File: src/rtl/instr_prefetch_queue.sv
// instr_prefetch_queue
//   Burst instruction prefetcher with an integrated first-word-fall-through
//   queue. Fetches BURST_LEN words at a time from the external instruction
//   port, refills whenever the queue has room for a whole burst, stops on a
//   HALT word, and supports redirect (flush + refetch).
//
// Ports
//   clk, rst             clock; asynchronous active-low reset
//   start, start_addr    one-cycle pulse to begin fetching at start_addr
//   redirect, redirect_addr  flush queue and refetch (highest priority)
//   stop                 stop issuing reads (in-flight read still lands)
//   i_instr              read data, valid one cycle after i_instr_rd_en
//   i_instr_addr, i_instr_rd_en  external read address / strobe
//   o_instr, o_instr_valid, o_instr_ready  FWFT dequeue handshake
//   count, empty, full   registered queue status
//   halt_seen            HALT captured since last start/redirect
//   busy                 fetching, holding, or a read is in flight
module instr_prefetch_queue #(
  parameter int         INSTR_WIDTH = 64,
  parameter int         ADDR_WIDTH  = 16,
  parameter int         DEPTH       = 16,
  parameter int         BURST_LEN   = 4,
  parameter logic [7:0] HALT_OPCODE = 8'hFF
) (
  input  logic                     clk,
  input  logic                     rst,
  input  logic                     start,
  input  logic [ADDR_WIDTH-1:0]    start_addr,
  input  logic                     redirect,
  input  logic [ADDR_WIDTH-1:0]    redirect_addr,
  input  logic                     stop,
  input  logic [INSTR_WIDTH-1:0]   i_instr,
  output logic [ADDR_WIDTH-1:0]    i_instr_addr,
  output logic                     i_instr_rd_en,
  output logic [INSTR_WIDTH-1:0]   o_instr,
  output logic                     o_instr_valid,
  input  logic                     o_instr_ready,
  output logic [$clog2(DEPTH):0]   count,
  output logic                     empty,
  output logic                     full,
  output logic                     halt_seen,
  output logic                     busy
);

  localparam int PTR_W = $clog2(DEPTH);
  localparam int CNT_W = PTR_W + 1;

  typedef enum logic [1:0] {IDLE, FETCH, HOLD} state_t;

  state_t                  state_q, state_d;
  logic [ADDR_WIDTH-1:0]   pc_q, pc_d;
  logic [PTR_W-1:0]        burst_q, burst_d;  // BURST_LEN <= DEPTH/2 always fits
  logic                    pending_q, pending_d;
  logic                    halt_q, halt_d;
  logic [PTR_W-1:0]        wr_ptr_q, rd_ptr_q;
  logic [CNT_W-1:0]        count_q, count_d;
  logic                    empty_q, full_q, busy_q;
  logic [INSTR_WIDTH-1:0]  mem [DEPTH];

  logic rd_issue, push, pop, halt_word, room_ok;

  assign rd_issue  = (state_q == FETCH);
  // pending_q is only set for reads whose return is to be kept, so a
  // discarded return never reaches the queue.
  assign push      = pending_q && !redirect;
  assign pop       = !empty_q && o_instr_ready && !redirect;
  assign halt_word = push && (i_instr[INSTR_WIDTH-1 -: 8] == HALT_OPCODE);
  // Room for a full burst, counting the word still in flight.
  assign room_ok   = ({1'b0, count_q} + (CNT_W+1)'(pending_q) + (CNT_W+1)'(BURST_LEN))
                     <= (CNT_W+1)'(DEPTH);

  always_comb begin
    state_d   = state_q;
    pc_d      = pc_q;
    burst_d   = burst_q;
    halt_d    = halt_q;
    pending_d = rd_issue && !halt_word && !redirect;
    if (rd_issue) begin
      pc_d    = pc_q + ADDR_WIDTH'(1);
      burst_d = burst_q + PTR_W'(1);
    end
    if (redirect) begin
      state_d = FETCH;
      pc_d    = redirect_addr;
      burst_d = '0;
      halt_d  = 1'b0;
    end else if (halt_word) begin
      state_d = IDLE;
      halt_d  = 1'b1;
    end else if (stop) begin
      state_d = IDLE;
    end else begin
      unique case (state_q)
        IDLE: if (start) begin
          state_d = FETCH;
          pc_d    = start_addr;
          burst_d = '0;
          halt_d  = 1'b0;
        end
        FETCH: if (burst_q == PTR_W'(BURST_LEN - 1)) state_d = HOLD;
        HOLD: if (room_ok) begin
          state_d = FETCH;
          burst_d = '0;
        end
        default: state_d = IDLE;
      endcase
    end
  end

  always_comb begin
    count_d = count_q;
    if (redirect)
      count_d = '0;
    else if (push && !pop)
      count_d = count_q + CNT_W'(1);
    else if (pop && !push)
      count_d = count_q - CNT_W'(1);
  end

  always_ff @(posedge clk or negedge rst) begin
    if (!rst) begin
      state_q   <= IDLE;
      pc_q      <= '0;
      burst_q   <= '0;
      pending_q <= 1'b0;
      halt_q    <= 1'b0;
      wr_ptr_q  <= '0;
      rd_ptr_q  <= '0;
      count_q   <= '0;
      empty_q   <= 1'b1;
      full_q    <= 1'b0;
      busy_q    <= 1'b0;
    end else begin
      state_q   <= state_d;
      pc_q      <= pc_d;
      burst_q   <= burst_d;
      pending_q <= pending_d;
      halt_q    <= halt_d;
      count_q   <= count_d;
      empty_q   <= (count_d == '0);
      full_q    <= (count_d == CNT_W'(DEPTH));
      busy_q    <= (state_d != IDLE) || pending_d;
      if (redirect) begin
        wr_ptr_q <= '0;
        rd_ptr_q <= '0;
      end else begin
        if (push) wr_ptr_q <= wr_ptr_q + PTR_W'(1);
        if (pop)  rd_ptr_q <= rd_ptr_q + PTR_W'(1);
      end
    end
  end

  always_ff @(posedge clk) begin
    if (push) mem[wr_ptr_q] <= i_instr;
  end

  assign i_instr_addr  = pc_q;
  assign i_instr_rd_en = rd_issue;
  assign o_instr       = empty_q ? '0 : mem[rd_ptr_q];
  assign o_instr_valid = !empty_q;
  assign count         = count_q;
  assign empty         = empty_q;
  assign full          = full_q;
  assign halt_seen     = halt_q;
  assign busy          = busy_q;

endmodule
File: config.mk
export PLATFORM = sky130hd
export DESIGN_NAME = instr_prefetch_queue
export DESIGN_NICKNAME = d
export VERILOG_FILES = /design/src/rtl/instr_prefetch_queue.sv
export SDC_FILE = /design/constraint.sdc
export NUM_CORES = 1
export LEC_CHECK = 0
export CAP_MARGIN = 40
export CORE_MARGIN = 3
export CORE_UTILIZATION = 60
export CTS_CLUSTER_SIZE = 25
export DETAILED_ROUTE_END_ITERATION = 10
export PLACE_DENSITY = 0.79
export SYNTH_ARGS = -nofsm -noshare
export SYNTH_HDL_FRONTEND = slang
export SYNTH_SLANG_ARGS = --single-unit
export TNS_END_PERCENT = 10
File: constraint.sdc
create_clock -name clk -period 4.8 [get_ports clk]
set_input_delay 0.96 -clock clk [delete_from_list [all_inputs] [get_ports clk]]
set_output_delay 0.96 -clock clk [all_outputs]
set_load 0.01 [all_outputs]
==> results of run 1 <==
## layer usage
layer / GRT usage / vias to the layer above
met5: 0 / -
met4: 0.0934 / 14
met3: 0.0545 / 249
met2: 0.475 / 1040
met1: 0.373 / 10600
li1: - / 8038
## area by class of cell
| class | count | share of cell area |
|---|---|---|
| antenna | 5 | 0.000260 |
| clock buffer | 120 | 0.0553 |
| clock inverter | 67 | 0.0169 |
| inverter | 12 | 0.000961 |
| multi-input combinational | 615 | 0.189 |
| sequential | 1064 | 0.660 |
| tap | 873 | 0.0227 |
| timing repair buffer | 237 | 0.0554 |
## cells in the mapped netlist (7+ instances only)
cell / n / area share
a21oi_1: 12 / 0.0015
and2_1: 80 / 0.012
buf_1: 8 / 0.00073
buf_2: 7 / 0.00085
buf_6: 25 / 0.0068
clkbuf_1: 51 / 0.0046
dfrtp_1: 39 / 0.024
edfxtp_1: 1024 / 0.74
ha_1: 11 / 0.0033
inv_1: 11 / 0.0010
mux4_2: 320 / 0.17
nand2_1: 32 / 0.0029
nand4_1: 8 / 0.0012
nor2_1: 31 / 0.0028
nor3_1: 8 / 0.00097
o21ai_0: 22 / 0.0027
xnor2_1: 12 / 0.0025
xor2_1: 13 / 0.0028
## registers in the layout, summed over array words and instances (netlist names), 2 cells and up
| signal | count |
|---|---|
| mem | 1024 |
| i_instr_addr | 16 |
| count | 5 |
| burst_q | 4 |
| rd_ptr_q | 4 |
| wr_ptr_q | 4 |
| state_q | 2 |
## cells by family (layout without fill, tap and decap cells)
kind of cell	Yosys count	after routing	synth area share
flip-flops	1064	1064	0.767
multiplexers	327	327	0.176
AND/OR/NAND/NOR	195	195	0.0259
buffers and inverters	103	436	0.0141
AO/OA/AOI/OAI	57	57	0.00840
XOR/XNOR	25	25	0.00529
adder cells (fa/ha/maj)	11	11	0.00333
other	0	5	0
## worst max-delay path: stages, from the launching register on
cell and delay (ns):
dfrtp_4 0.71, buf_12 0.35, mux4_2 0.57, mux4_2 0.48, and2_1 0.21, clkdlybuf4s50_1 0.50
## power groups by stage
stage,registers [mW],logic (mW),clock network [mW]
final,10.4,3.19,8.36
after global routing,10.4,3.40,8.79
after CTS,10.4,3.24,8.44
after detailed placement,10.6,3.18,0
after global placement,10.6,3.11,0
after floorplan,10.5,2.09,0
## final timing paths
kind | startpoint | slack, ns | end
worst min register to register | halt_seen | 0.50 | halt_seen
worst max register to register | pending_q | 1.88 | mem[0][23]
min in group clk | halt_seen | 0.50 | halt_seen
worst max-delay path | rd_ptr_q[0] | 0.30 | o_instr[5]
worst min-delay path | rst | 0.24 | i_instr_addr[2]
max in group asynchronous | rst | 4.02 | empty
==> flow_summary.ini, run 1 <==
[synth]
ys_seq_area_frac = 0.767
synth_edf_count = 1024
yosys_warnings = 0
synth_fp_nets = 1895
ys_ff_latch = 1064
syn_inst = 1782
syn-cell-area_um2 = 41400
syn_avg_cell_area_um2 = 23.2
synth_top_flop_cell = edfxtp_1
yosysUniqueCellTypes = 51
async_flop_share = 0.0376

[clock_tree]
htreeDepth = 3
clkSinkCount = 1064
cts_buffer_depth = 3
clk_latency_ns = 0.65
cts_tree = yes
cts_resized = 0
post_cts_buffers = 0
cts_made_buffers = 101
root_buffer = clkbuf_16
clk_pin_slew_ns = 0.06
cts.hold.buffers_added = 0

[die]
die_w_um = 269
initial_core_util = 0.611
dieArea_um2 = 72200
num_rows = 95
core_um2 = 67800
die_h_um = 269
ioPinCount = 193

[timing]
rsz0062_at_grt = false
fin_skew_ns = 0.0183
min_period_ns = 4.50
worst_slew_pin_slew_ns = 0.935
hold_viol_final = 0
max_slew_margin = 0.369
hold-worst-slack_ns = 0.238
max_clock_freq_ghz = 0.222
finalCritPeriodShare = 0.938
tns_ns = 0
setup_violations = 0
layout_setup_ws_ns = 0.298
drv_slew = 0

[detailed_routing]
dr.first_iter.drc_count = 2475
wl_um = 97600
dr_wl_met3_um = 7880
post_drt_via_cell_ratio = 6.65
ant_nets = 0
drc_errors = 0
via_count = 19900
wl_met1_um = 34900
maxUsedRoutingLayer = met5
wl_met2_um = 51500
firstDrtPassIters = 5
wl_per_cell_um = 32.6

[place]
dpl_cell_area_um2 = 44700
placed_cells = 2801
place_congestion = 0.834
dp_slack_ns = 0.914
hpwl_um = 49000
io_buffers = 192

[power_and_ir_drop]
power_density_nw_per_um2 = 455
p_comb_frac = 0.145
p_sw_mw = 5.00
internal_power_mw = 16.9
ir_worst_vdd_uv = 327
power_mw = 21.9
switching_share = 0.228
p_leak_nw = 14.9
p_clk_frac = 0.381
seq_power_share = 0.474

[cells_and_area]
stdcell_count = 2993
final_common_cell = edfxtp_1
multi_input_area_um2 = 9100
final_util = 0.711
area_delta_synth_final_pct = 16.4
layout-drive-gt1-share = 0.261
final_nets = 2144
nFillCells = 3756
mostFrequentLayoutCells = edfxtp_1 (1024), mux4_2 (320), clkdlybuf4s50_1 (191)
regArea_um2 = 31800
final_area_um2 = 48200

[status]
status = complete, no violations

[hold_path]
hp-class = input port to asynchronous set/reset pin

[setup_path]
startpoint_type = flop
worstPathMaxFanout = 43
arrival_ns = 3.54
reg2reg_depth = 4
cp.required_ns = 3.84
end_kind = primary output
criticalPathCategory = flop to primary output

[global_route]
grt_pass1_wl_um = 145000
grt-ovfl-total = 0
antenna_found_initial = 13
grt_max_degree = 94
track_usage = 0.280
grt_pass1_vias = 21400

[flow_run]
timing.max_cap.violations = 0
No activity file was read; power rests on OpenSTA's default activity.
==> run 2, diff against run 1 <==
Settings changed: ABC_CLOCK_PERIOD_IN_PS set to 4800, HOLD_SLACK_MARGIN set to 0.15, SLEW_MARGIN set to 15.
==> run 2 against run 1 <==
Final cell count about the same. Core utilization about the same. Hold slack better by 0.0017 ns. Setup slack got worse by 0.0014 ns. Largest power group unchanged. Clock power about the same. Highest routed layer unchanged.
==> flow_summary.ini, run 2 (synthesis gave the netlist of run 1 again) <==
[status]
status = complete, no violations

[global_route]
grt_pass1_wl_um = 145000
grt_pass1_vias = 21400
track_usage = 0.280
antenna_found_initial = 13
grt-ovfl-total = 0
grt_max_degree = 94

[timing]
fin_skew_ns = 0.0171
finalCritPeriodShare = 0.938
layout_setup_ws_ns = 0.296
tns_ns = 0
worst_slew_pin_slew_ns = 0.744
drv_slew = 0
max_slew_margin = 0.504
max_clock_freq_ghz = 0.222
setup_violations = 0
hold_viol_final = 0
min_period_ns = 4.50
hold-worst-slack_ns = 0.240
rsz0062_at_grt = false

[setup_path]
cp_cell_sequence = buf_12, mux4_2, mux4_2, and2_1, clkdlybuf4s50_1
critPathBufInv = 2
worst_path_largest_cell_delay_ns = 0.71
cp_top_family = multiplexers
worstPathMaxFanout = 46
cp_slowest_cell = dfrtp_4
arrival_ns = 3.54
criticalPathCategory = flop to primary output
startpoint_type = flop
end_kind = primary output
crit_path_frequent_cell = mux4_2
cp.required_ns = 3.84

[cells_and_area]
final_util = 0.711
final_common_cell = edfxtp_1
largest_reg_flops = 1024
final_nets = 2145
mostFrequentLayoutCells = edfxtp_1 (1024), mux4_2 (320), clkdlybuf4s50_1 (191)
layout-drive-gt1-share = 0.262
area_delta_synth_final_pct = 16.4
regMostFlops = mem

[detailed_routing]
post_drt_via_cell_ratio = 6.65
drc_errors = 0
firstDrtPassIters = 5
via_count = 19900
wl_um = 97600
dr.first_iter.drc_count = 2394
wl_per_cell_um = 32.6
ant_nets = 0

[flow_run]
timing.max_cap.violations = 0

[place]
io_buffers = 192
hpwl_um = 49000
dp_slack_ns = 0.914
place_congestion = 0.834

[clock_tree]
clkSinkCount = 1064
cts_resized = 0
cts.hold.buffers_added = 0
cts_made_buffers = 101
cts_tree = yes
post_cts_buffers = 0
htreeDepth = 3
cts_buffer_depth = 3
clk_latency_ns = 0.64
root_buffer = clkbuf_16
clk_pin_slew_ns = 0.06

[hold_path]
hp-class = input port to asynchronous set/reset pin

[die]
core_um2 = 67800
ioPinCount = 193
die_w_um = 269
initial_core_util = 0.611
dieArea_um2 = 72200
die_h_um = 269
num_rows = 95

[power_and_ir_drop]
ir_worst_vdd_uv = 328
power_density_nw_per_um2 = 455
p_leak_nw = 14.9
[run 2: area by class of cell]
type / instances / area (µm²)
Sequential cell: 1064 / 31800
Clock buffer: 120 / 2660
Clock inverter: 67 / 815
Inverter: 12 / 46.3
Tap cell: 873 / 1090
Multi-Input combinational cell: 615 / 9100
Antenna cell: 5 / 12.5
Fill cell: 3755 / 19600
Timing Repair Buffer: 238 / 2670
[run 2: path summary, 6_finish.rpt]
check                      cells after the start  slack, ns         endpoint   startpoint
min in group clk                               1       0.50        halt_seen    halt_seen
max                                            5       0.30      o_instr[28]  rd_ptr_q[0]
min reg2reg                                    1       0.50        halt_seen    halt_seen
max reg2reg                                    4       1.88       mem[0][23]    pending_q
max in group asynchronous                      2       4.02            empty          rst
min                                            1       0.24  i_instr_addr[2]          rst
[run 2: routing by layer]
| layer | up-vias | global-route usage | wire length (µm) |
|---|---|---|---|
| met5 | - | 0 | 87 |
| met4 | 14 | 0.0934 | 3210 |
| met3 | 250 | 0.0545 | 7670 |
| met2 | 1036 | 0.475 | 51500 |
| met1 | 10600 | 0.373 | 35100 |
| li1 | 8041 | - | - |
[run 2: worst reg2reg max path: cells and delay by family, from the launching register on]
family / cells / cell delay (ns)
buffers and inverters: 1 / 0.42
flip-flops: 1 / 0.69
AND/OR/NAND/NOR: 3 / 1.48
[run 2: where the power goes]
| group | internal, mW | switching, mW |
|---|---|---|
| Combinational | 1.73 | 1.46 |
| Sequential | 10.3 | 0.116 |
| Clock | 4.93 | 3.43 |
[run 2: stage by stage]
step                total power, mW  std cells  cell area [µm²]
CTS                            22.1       2988            48200
global placement               13.7       2800            44700
floorplan                      12.6       1782            41400
global route                   22.6       2991            48200
finish                         21.9       2994            48200
detailed placement             13.8       2801            44700
